$ cat src/rtl/rs232_rx_fifo.sv
// RS232 receiver: synchronised RxD, programmable bit divisor, optional parity,
// 3-sample majority vote at mid-bit, and a small receive FIFO with per-byte error flags.
module rs232_rx_fifo #(
  parameter int DATA_BITS   = 8,
  parameter int FIFO_DEPTH  = 4,
  parameter int DIV_W       = 16,
  parameter int SYNC_STAGES = 2
) (
  input  logic                 clk,
  input  logic                 rst,
  input  logic                 RxD,
  input  logic [DIV_W-1:0]     divisor,
  input  logic                 par_en,
  input  logic                 par_odd,
  input  logic                 done,
  input  logic                 err_clr,
  output logic                 rdy,
  output logic [DATA_BITS-1:0] data,
  output logic                 frame_err,
  output logic                 par_err,
  output logic                 overrun,
  output logic                 busy
);
  localparam int PTR_W = (FIFO_DEPTH > 1) ? $clog2(FIFO_DEPTH) : 1;
  localparam int BIT_W = (DATA_BITS > 1) ? $clog2(DATA_BITS) : 1;
  localparam int ENT_W = DATA_BITS + 2;

  typedef enum logic [2:0] {IDLE, START, DATA, PARITY, STOP, BRK} state_t;

  logic [SYNC_STAGES-1:0] sync_reg;
  logic                   rx_d_reg;
  logic                   rx_s;
  logic                   fall;

  always_ff @(posedge clk or negedge rst) begin
    if (!rst) begin
      sync_reg <= '1;
      rx_d_reg <= 1'b1;
    end else begin
      sync_reg <= {sync_reg[SYNC_STAGES-2:0], RxD};
      rx_d_reg <= sync_reg[SYNC_STAGES-1];
    end
  end

  assign rx_s = sync_reg[SYNC_STAGES-1];
  assign fall = rx_d_reg & ~rx_s;

  state_t                state_reg, state_next;
  logic [DIV_W-1:0]      tick_reg, tick_next, div_reg, div_next, mid;
  logic                  par_en_reg, par_en_next, par_odd_reg, par_odd_next;
  logic [BIT_W-1:0]      bit_reg, bit_next;
  logic [DATA_BITS-1:0]  shift_reg, shift_next;
  logic                  s0_reg, s0_next, s1_reg, s1_next;
  logic                  perr_reg, perr_next;
  logic                  at_s0, at_s1, at_vote, at_end, vote;
  logic                  push;
  logic [ENT_W-1:0]      push_ent;

  assign mid     = div_reg >> 1;
  assign at_s0   = (tick_reg == mid - DIV_W'(1));
  assign at_s1   = (tick_reg == mid);
  assign at_vote = (tick_reg == mid + DIV_W'(1));
  assign at_end  = (tick_reg == div_reg - DIV_W'(1));
  // Third sample is the live synchronised input, so the vote settles in the mid+1 cycle.
  assign vote    = (s0_reg & s1_reg) | (s0_reg & rx_s) | (s1_reg & rx_s);
  assign push_ent = {shift_reg, ~vote, perr_reg};

  always_ff @(posedge clk or negedge rst) begin
    if (!rst) begin
      state_reg   <= IDLE;
      tick_reg    <= '0;
      div_reg     <= DIV_W'(4);
      par_en_reg  <= 1'b0;
      par_odd_reg <= 1'b0;
      bit_reg     <= '0;
      shift_reg   <= '0;
      s0_reg      <= 1'b1;
      s1_reg      <= 1'b1;
      perr_reg    <= 1'b0;
    end else begin
      state_reg   <= state_next;
      tick_reg    <= tick_next;
      div_reg     <= div_next;
      par_en_reg  <= par_en_next;
      par_odd_reg <= par_odd_next;
      bit_reg     <= bit_next;
      shift_reg   <= shift_next;
      s0_reg      <= s0_next;
      s1_reg      <= s1_next;
      perr_reg    <= perr_next;
    end
  end

  always_comb begin
    state_next   = state_reg;
    tick_next    = at_end ? '0 : tick_reg + DIV_W'(1);
    div_next     = div_reg;
    par_en_next  = par_en_reg;
    par_odd_next = par_odd_reg;
    bit_next     = bit_reg;
    shift_next   = shift_reg;
    s0_next      = at_s0 ? rx_s : s0_reg;
    s1_next      = at_s1 ? rx_s : s1_reg;
    perr_next    = perr_reg;
    push         = 1'b0;
    case (state_reg)
      IDLE: begin
        tick_next = '0;
        if (fall) begin
          state_next   = START;
          div_next     = (divisor < DIV_W'(4)) ? DIV_W'(4) : divisor;
          par_en_next  = par_en;
          par_odd_next = par_odd;
          bit_next     = '0;
          perr_next    = 1'b0;
        end
      end
      START: begin
        if (at_vote && vote) state_next = IDLE;
        else if (at_end)     state_next = DATA;
      end
      DATA: begin
        if (at_vote) shift_next = {vote, shift_reg[DATA_BITS-1:1]};
        if (at_end) begin
          if (bit_reg == BIT_W'(DATA_BITS - 1))
            state_next = par_en_reg ? PARITY : STOP;
          else
            bit_next = bit_reg + BIT_W'(1);
        end
      end
      PARITY: begin
        if (at_vote) perr_next = (^shift_reg) ^ vote ^ par_odd_reg;
        if (at_end)  state_next = STOP;
      end
      STOP: begin
        if (at_vote) begin
          push       = 1'b1;
          state_next = vote ? IDLE : BRK;
        end
      end
      BRK: begin
        tick_next = '0;
        if (rx_s) state_next = IDLE;
      end
      default: state_next = IDLE;
    endcase
  end

  assign busy = (state_reg != IDLE);

  logic [ENT_W-1:0] mem [FIFO_DEPTH];
  logic [PTR_W-1:0] wr_ptr_reg, wr_ptr_next, rd_ptr_reg, rd_ptr_next;
  logic [PTR_W:0]   count_reg, count_next;
  logic [ENT_W-1:0] head_reg, head_next;
  logic             ovr_reg, ovr_next;
  logic             full, pop_ok, push_ok;

  assign full    = (count_reg == (PTR_W+1)'(FIFO_DEPTH));
  assign pop_ok  = done && (count_reg != '0);
  assign push_ok = push && (!full || pop_ok);

  always_comb begin
    wr_ptr_next = push_ok ? wr_ptr_reg + PTR_W'(1) : wr_ptr_reg;
    rd_ptr_next = pop_ok  ? rd_ptr_reg + PTR_W'(1) : rd_ptr_reg;
    count_next  = count_reg;
    if (push_ok && !pop_ok) count_next = count_reg + (PTR_W+1)'(1);
    if (!push_ok && pop_ok) count_next = count_reg - (PTR_W+1)'(1);
    // A push landing in the new head slot is not in mem yet, so forward it.
    head_next = head_reg;
    if (push_ok && (wr_ptr_reg == rd_ptr_next)) head_next = push_ent;
    else if (count_next != '0)                  head_next = mem[rd_ptr_next];
    ovr_next = ovr_reg;
    if (push && !push_ok) ovr_next = 1'b1;
    else if (err_clr)     ovr_next = 1'b0;
  end

  always_ff @(posedge clk) begin
    if (push_ok) mem[wr_ptr_reg] <= push_ent;
  end

  always_ff @(posedge clk or negedge rst) begin
    if (!rst) begin
      wr_ptr_reg <= '0;
      rd_ptr_reg <= '0;
      count_reg  <= '0;
      head_reg   <= '0;
      ovr_reg    <= 1'b0;
    end else begin
      wr_ptr_reg <= wr_ptr_next;
      rd_ptr_reg <= rd_ptr_next;
      count_reg  <= count_next;
      head_reg   <= head_next;
      ovr_reg    <= ovr_next;
    end
  end

  assign rdy       = (count_reg != '0);
  assign data      = head_reg[ENT_W-1:2];
  assign frame_err = head_reg[1];
  assign par_err   = head_reg[0];
  assign overrun   = ovr_reg;
endmodule

$ cat config.mk
export PLATFORM = sky130hd
export DESIGN_NAME = rs232_rx_fifo
export DESIGN_NICKNAME = d
export VERILOG_FILES = /design/src/rtl/rs232_rx_fifo.sv
export SDC_FILE = /design/constraint.sdc
export NUM_CORES = 1
export LEC_CHECK = 0
export CORE_UTILIZATION = 69
export CTS_CLUSTER_DIAMETER = 60
export DETAILED_ROUTE_END_ITERATION = 6
export DONT_BUFFER_PORTS = 1
export GPL_TIMING_DRIVEN = 0
export PLACE_DENSITY = 0.81
export RECOVER_POWER = 50
export SYNTH_ARGS = -nofsm -noshare
export SYNTH_HDL_FRONTEND = slang
export SYNTH_SLANG_ARGS = --single-unit
$ cat constraint.sdc
create_clock -name clk -period 8.1 [get_ports clk]
set_clock_uncertainty 0.2 [all_clocks]
set_input_delay 1.215 -clock clk [delete_from_list [all_inputs] [get_ports clk]]
set_output_delay 1.215 -clock clk [all_outputs]
set_load 0.005 [all_outputs]
Word level (Yosys, flattened, before mapping)
Memories as Yosys holds them, arrays and structs flattened. A register that Yosys moved wholly into a read port is not among the register bits.
Cells that the tools add are included.
Widths: inputs -> output; s select.
{"block": "totals", "ff_bits": 62, "ram_bits": 40, "out_inout_bits": 13, "memories": 1}
{"block": "op_classes", "addsub": 9, "magnitude_cmp": 1, "eq_ne": 21, "n_mux": 30, "bitwise": 10, "reduce_logical": 27}
{"memory": "mem", "words": 4, "width": 10, "rd": 1, "rd_ports_with_merged_regs": 1, "write_ports": 1, "line": "151", "source": "logic [ENT_W-1:0] mem [FIFO_DEPTH];"}
{"cell": "$eq 16x16->1", "count": 3}
{"cell": "$mux 16", "count": 3}
{"cell": "$mux 3", "count": 15}
{"cell": "$pmux 3 s6", "count": 1}
{"cell": "$add 15x1->16 const B", "count": 1}
{"cell": "$add 16x1->16 const B", "count": 1}
{"cell": "$eq 16x15->1", "count": 1}
{"cell": "$lt 16x3->1 const B", "count": 1}
{"cell": "$ne 2x2->1 const B", "count": 8}
{"cell": "$sub 15x1->16 const B", "count": 1}
{"cell": "$sub 16x1->16 const B", "count": 1}
{"cell": "$eq 3x3->1 const B", "count": 4}
{"cell": "$reduce_bool 3->1", "count": 3}
{"cell": "$mux 1", "count": 8}
{"cell": "$reduce_bool 2->1", "count": 4}
{"cell": "$reduce_xor 8->1", "count": 1}
{"cell": "$logic_and 1x1->1", "count": 7}
{"cell": "$reduce_and 7->1", "count": 1}
{"cell": "$add 3x1->3 const B", "count": 2}
{"cell": "$eq 3x2->1 const B", "count": 2}
{"cell": "$pmux 3 s2", "count": 1}
{"cell": "$add 2x1->2 const B", "count": 2}
{"cell": "$and 1x1->1", "count": 4}
{"cell": "$logic_not 1->1", "count": 4}
{"cell": "other kinds (15)", "count": 19}

Longest topological paths before layout
{"block": "logic_depth", "ltp_word": 10, "mapped_depth": 14, "depth_no_buf": 11}

Worst setup path before layout
No wires, ideal clock.
{"block": "synth_path", "path_kind": "register -> register", "start": "register div_reg[2]", "end": "register head_reg[0] (read register of mem)", "setup_time_ns": 0.125, "arrival_time_ns": 3.321, "t_required_ns": 7.775, "slack_ns": 4.454, "stages_incl_launch_ff": 11, "path_buffers": 0, "period_less_slack_ns": 3.646, "path_cell_list": "dfstp_2 -> ha_1 -> nand3_1 -> or4_1 -> o22ai_1 -> nor2_1 -> or4_2 -> nor2_2 -> nand2_1 -> mux2_2 -> mux2_4"}
{"block": "synth_via", "elab_chain_len": 10, "word_cells_on_any_way": 13}
{"element": "start: declaration", "line": "49", "source": "logic [DIV_W-1:0] tick_reg, tick_next, div_reg, div_next, mid;"}
{"element": "start signal: assignment", "line": "83", "source": "div_reg <= div_next;"}
{"element": "$add 15x1->16 (*)", "line": "62", "source": "assign at_vote = (tick_reg == mid + DIV_W'(1));"}
{"element": "$eq 16x16->1 (*)", "line": "62"}
{"element": "$mux 1 (*)", "line": "136", "source": "if (at_vote) begin"}
{"element": "$mux 1 (*)", "line": "106", "source": "case (state_reg)"}
{"element": "$logic_and 1x1->1 (*)", "line": "160", "source": "assign push_ok = push && (!full || pop_ok);"}
{"element": "$logic_and 1x1->1 or $logic_not 1->1 (tied branches)", "line": "166, 167"}
{"element": "$mux 3 or $logic_and 1x1->1 (tied branches)", "line": "166, 167"}
{"element": "$mux 3", "line": "167", "source": "if (!push_ok && pop_ok) count_next = count_reg - (PTR_W+1)'(1);"}
{"element": "$reduce_bool 3->1", "line": "171", "source": "else if (count_next != '0) head_next = mem[rd_ptr_next];"}
{"element": "$reduce_bool 2->1 (no line) (*)"}
{"element": "end: declaration", "line": "154", "source": "logic [ENT_W-1:0] head_reg, head_next;"}
Mark *: on every way between the ends. The rest lies on a longest branch, timed or not.
A chain may end at the register's enable or synchronous reset.

Worst setup path after layout
{"block": "layout_path", "start": "register div_reg[2]", "end": "register head_reg[3] (read register of mem)"}
The elaborated chain is that of the path after synthesis.

==> flow_metrics.env <==
export IMPL_finalSetupTns_ps=0
export IMPL_hold_viol_final=0
export IMPL_instances_no_fill=765
export IMPL_grt_setup_unrepaired="no"
export IMPL_viasPerCell=6.213
export IMPL_final_area_um2=7091
export IMPL_hp_class="flop to flop"
export IMPL_placed_area_um2=6865
export IMPL_crit_slowest_cell="or4_2"
export IMPL_io_buffer_count=0
export IMPL_cts_tree="yes"
export IMPL_netlist_area_um2=6704
export IMPL_path_cells="ha_1 > nand3_1 > or4_1 > o22ai_1 > nor2_1 > or4_2 > nor2_2 > nand2_1 > mux2_2 > mux2_4"
export IMPL_drv_slew=0
export IMPL_syn2layout_area_growth_pct=5.767
export IMPL_synth_warnings=0
export IMPL_gr_total_overflow=0
export IMPL_crit_type="flop to flop"
export IMPL_slew_headroom_pct=43.53
export IMPL_post_route_period_util_pct=52.96
export IMPL_ctsHtreeMaxLevel=3
export IMPL_clk_transition_reported_paths_ps=110
export IMPL_path_max_fanout=10
export IMPL_cp_arrival_ps=4360
export IMPL_period_minus_slack_ps=4290
export IMPL_hpwl_mm=10.27
export IMPL_dp_cells=749
export IMPL_power_leakage_nw=2.835
export IMPL_drtIter0Drc=323
export IMPL_cts_setup_buffers=0
export IMPL_root_buffer="clkbuf_8"
export IMPL_drtPass1Iterations=5
export IMPL_synth_seq_cells=112
export IMPL_seq_area_frac_synth_pct=44.90
export IMPL_synthFlopType="dfrtp_1"
export IMPL_detail_route_wl_per_cell_um=18.21
export IMPL_syn_avg_cell_area_um2=10.81
export IMPL_largest_reg_flops=40
export IMPL_grt_max_degree=73
export IMPL_postCtsHoldBufs=0
export IMPL_powerDensity_nw_per_um2=298.9
export IMPL_via_count=4753
export IMPL_drive_above_1_share_pct=16.82
export IMPL_gp_congestion=0.8951
export IMPL_ys_types=74
export IMPL_status="complete, no violations"
export IMPL_yosysMostFrequentCell="dfrtp_1"
export IMPL_drt_wl_total_mm=13.93
export IMPL_peakVddDrop_mv=0.1994
export IMPL_ctsResizeCount=0
export IMPL_max_stage_delay_ps=720
export IMPL_setup_viol=0
export IMPL_fp_row_count=35
export IMPL_clock_sinks=112
export IMPL_die_x_um=100.6
export IMPL_setup_worst_path_end_class="flop"
export IMPL_async_reset_ff_share_pct=64.29
export IMPL_max_freq_mhz=233.1
export IMPL_clk_path_buf_depth=2
export IMPL_synth_top_area_cell="dfrtp_1"
export IMPL_grt_pass1_wl_mm=23.25
export IMPL_ant_nets=0
export IMPL_synth_edf_count=40
export IMPL_antenna_found_initial=0
export IMPL_synth_area_leaders="dfrtp_1 25%, edfxtp_1 18%, xnor2_1 7.7%"
export IMPL_io_pins=36
export IMPL_synthTopCellsByCount="66 x dfrtp_1, 59 x xnor2_1, 45 x nor2_1, 40 x edfxtp_1, 39 x nand2_1"
export IMPL_core_um2=9328
export IMPL_drv_cap=0
export IMPL_grt_total_usage_pct=30.00
export IMPL_start_util_pct=71.87
export IMPL_clk_insertion_delay_late_ps=370
export IMPL_synthDominantCellAreaShare_pct=24.64
export IMPL_dieArea_um2=10110
export IMPL_grt_pass1_vias=4800
export IMPL_die_height_um=100.6
export IMPL_crit_required_ps=8170
export IMPL_syn_nets=656
export IMPL_worst_setup_path_start_kind="flop"
export IMPL_drc=0
export IMPL_nets=667
export IMPL_syn_inst=620
export IMPL_diodes=0
export IMPL_cts_made_buffers=9
export IMPL_tightest_slew_ps=839.3
==> stage by stage <==
step	worst slack [ps]	util [%]	power, W	hold slack [ps]
after floorplan	4454	-	0.001561	145.2
after global placement	3900	73.60	0.001715	148.0
after detailed placement	3899	73.60	0.001757	147.5
after CTS	3846	76.02	0.002117	163.7
after global routing	3635	76.02	0.002255	175.7
final	3810	76.02	0.002119	167.6
==> worst max-delay path, delay by kind of cell (launching register included) <==
| kind | cells | cell delay [ps] |
|---|---|---|
| flip-flops | 1 | 540 |
| adder cells (fa/ha/maj) | 1 | 270 |
| AO/OA/AOI/OAI | 1 | 240 |
| multiplexers | 2 | 680 |
| AND/OR/NAND/NOR | 6 | 2250 |
==> placed cells by master (no fill, tap or decap), types with 15 or more instances in the layout <==
| cell type | synthesis | final |
|---|---|---|
| clkbuf_8 | 5 | 15 |
| nor2_1 | 45 | 45 |
| o21ai_0 | 15 | 15 |
| mux2_2 | 34 | 34 |
| inv_1 | 25 | 25 |
| nand2_1 | 39 | 39 |
| nor3_1 | 15 | 15 |
| clkbuf_1 | 27 | 27 |
| xor2_1 | 27 | 27 |
| xnor2_1 | 59 | 59 |
| nand3_1 | 36 | 36 |
| dfrtp_1 | 66 | 66 |
| edfxtp_1 | 40 | 40 |
==> layout make-up <==
class	instances	area (µm²)
Multi-Input combinational cell	442	3371
Sequential cell	112	3010
Fill cell	645	2237
Buffer	41	229.0
Tap cell	129	161.4
Clock buffer	10	137.6
Inverter	25	93.84
Clock inverter	6	87.58
==> logic make-up (layout without fill, tap and decap cells) <==
| kind of cell | after synthesis | in the layout | share of synthesized area (%) |
|---|---|---|---|
| xor gates and xnor gates | 88 | 88 | 11.72 |
| adders and majority gates | 14 | 14 | 2.576 |
| DFF | 112 | 112 | 44.90 |
| AOI/OAI and AO/OA | 69 | 69 | 7.074 |
| buffers and inverters | 66 | 82 | 4.815 |
| and+or+nand+nor | 211 | 211 | 16.78 |
| muxes | 60 | 60 | 12.13 |
==> final timing paths <==
path / depth (start not counted) / from / slack [ps] / to
setup reg to reg: 10 / div_reg[2] / 3810 / head_reg[3]
setup / recovery: 10 / div_reg[2] / 3810 / head_reg[3]
min in group asynchronous: 0 / rst / 320 / head_reg[2]
max in group asynchronous: 0 / rst / 7160 / s1_reg
hold reg to reg: 0 / sync_reg[0] / 170 / sync_reg[1]
hold / removal: 0 / sync_reg[0] / 170 / sync_reg[1]
==> power breakdown <==
group          total [W]  internal (W)  switching (W)
Combinational    0.00102      0.000459       0.000558
Clock           0.000361      0.000160       0.000201
Sequential      0.000741      0.000667      0.0000738
==> per-layer routing <==
layer,global-route usage [%],part of all wire (%),up-vias
li1,-,-,2230
met1,37.33,42,2343
met2,52.11,51,149
met4,11.37,2.5,0
met3,5.617,4.2,31
met5,0,0,-
Note: power is estimated with default switching activity, not from simulation.
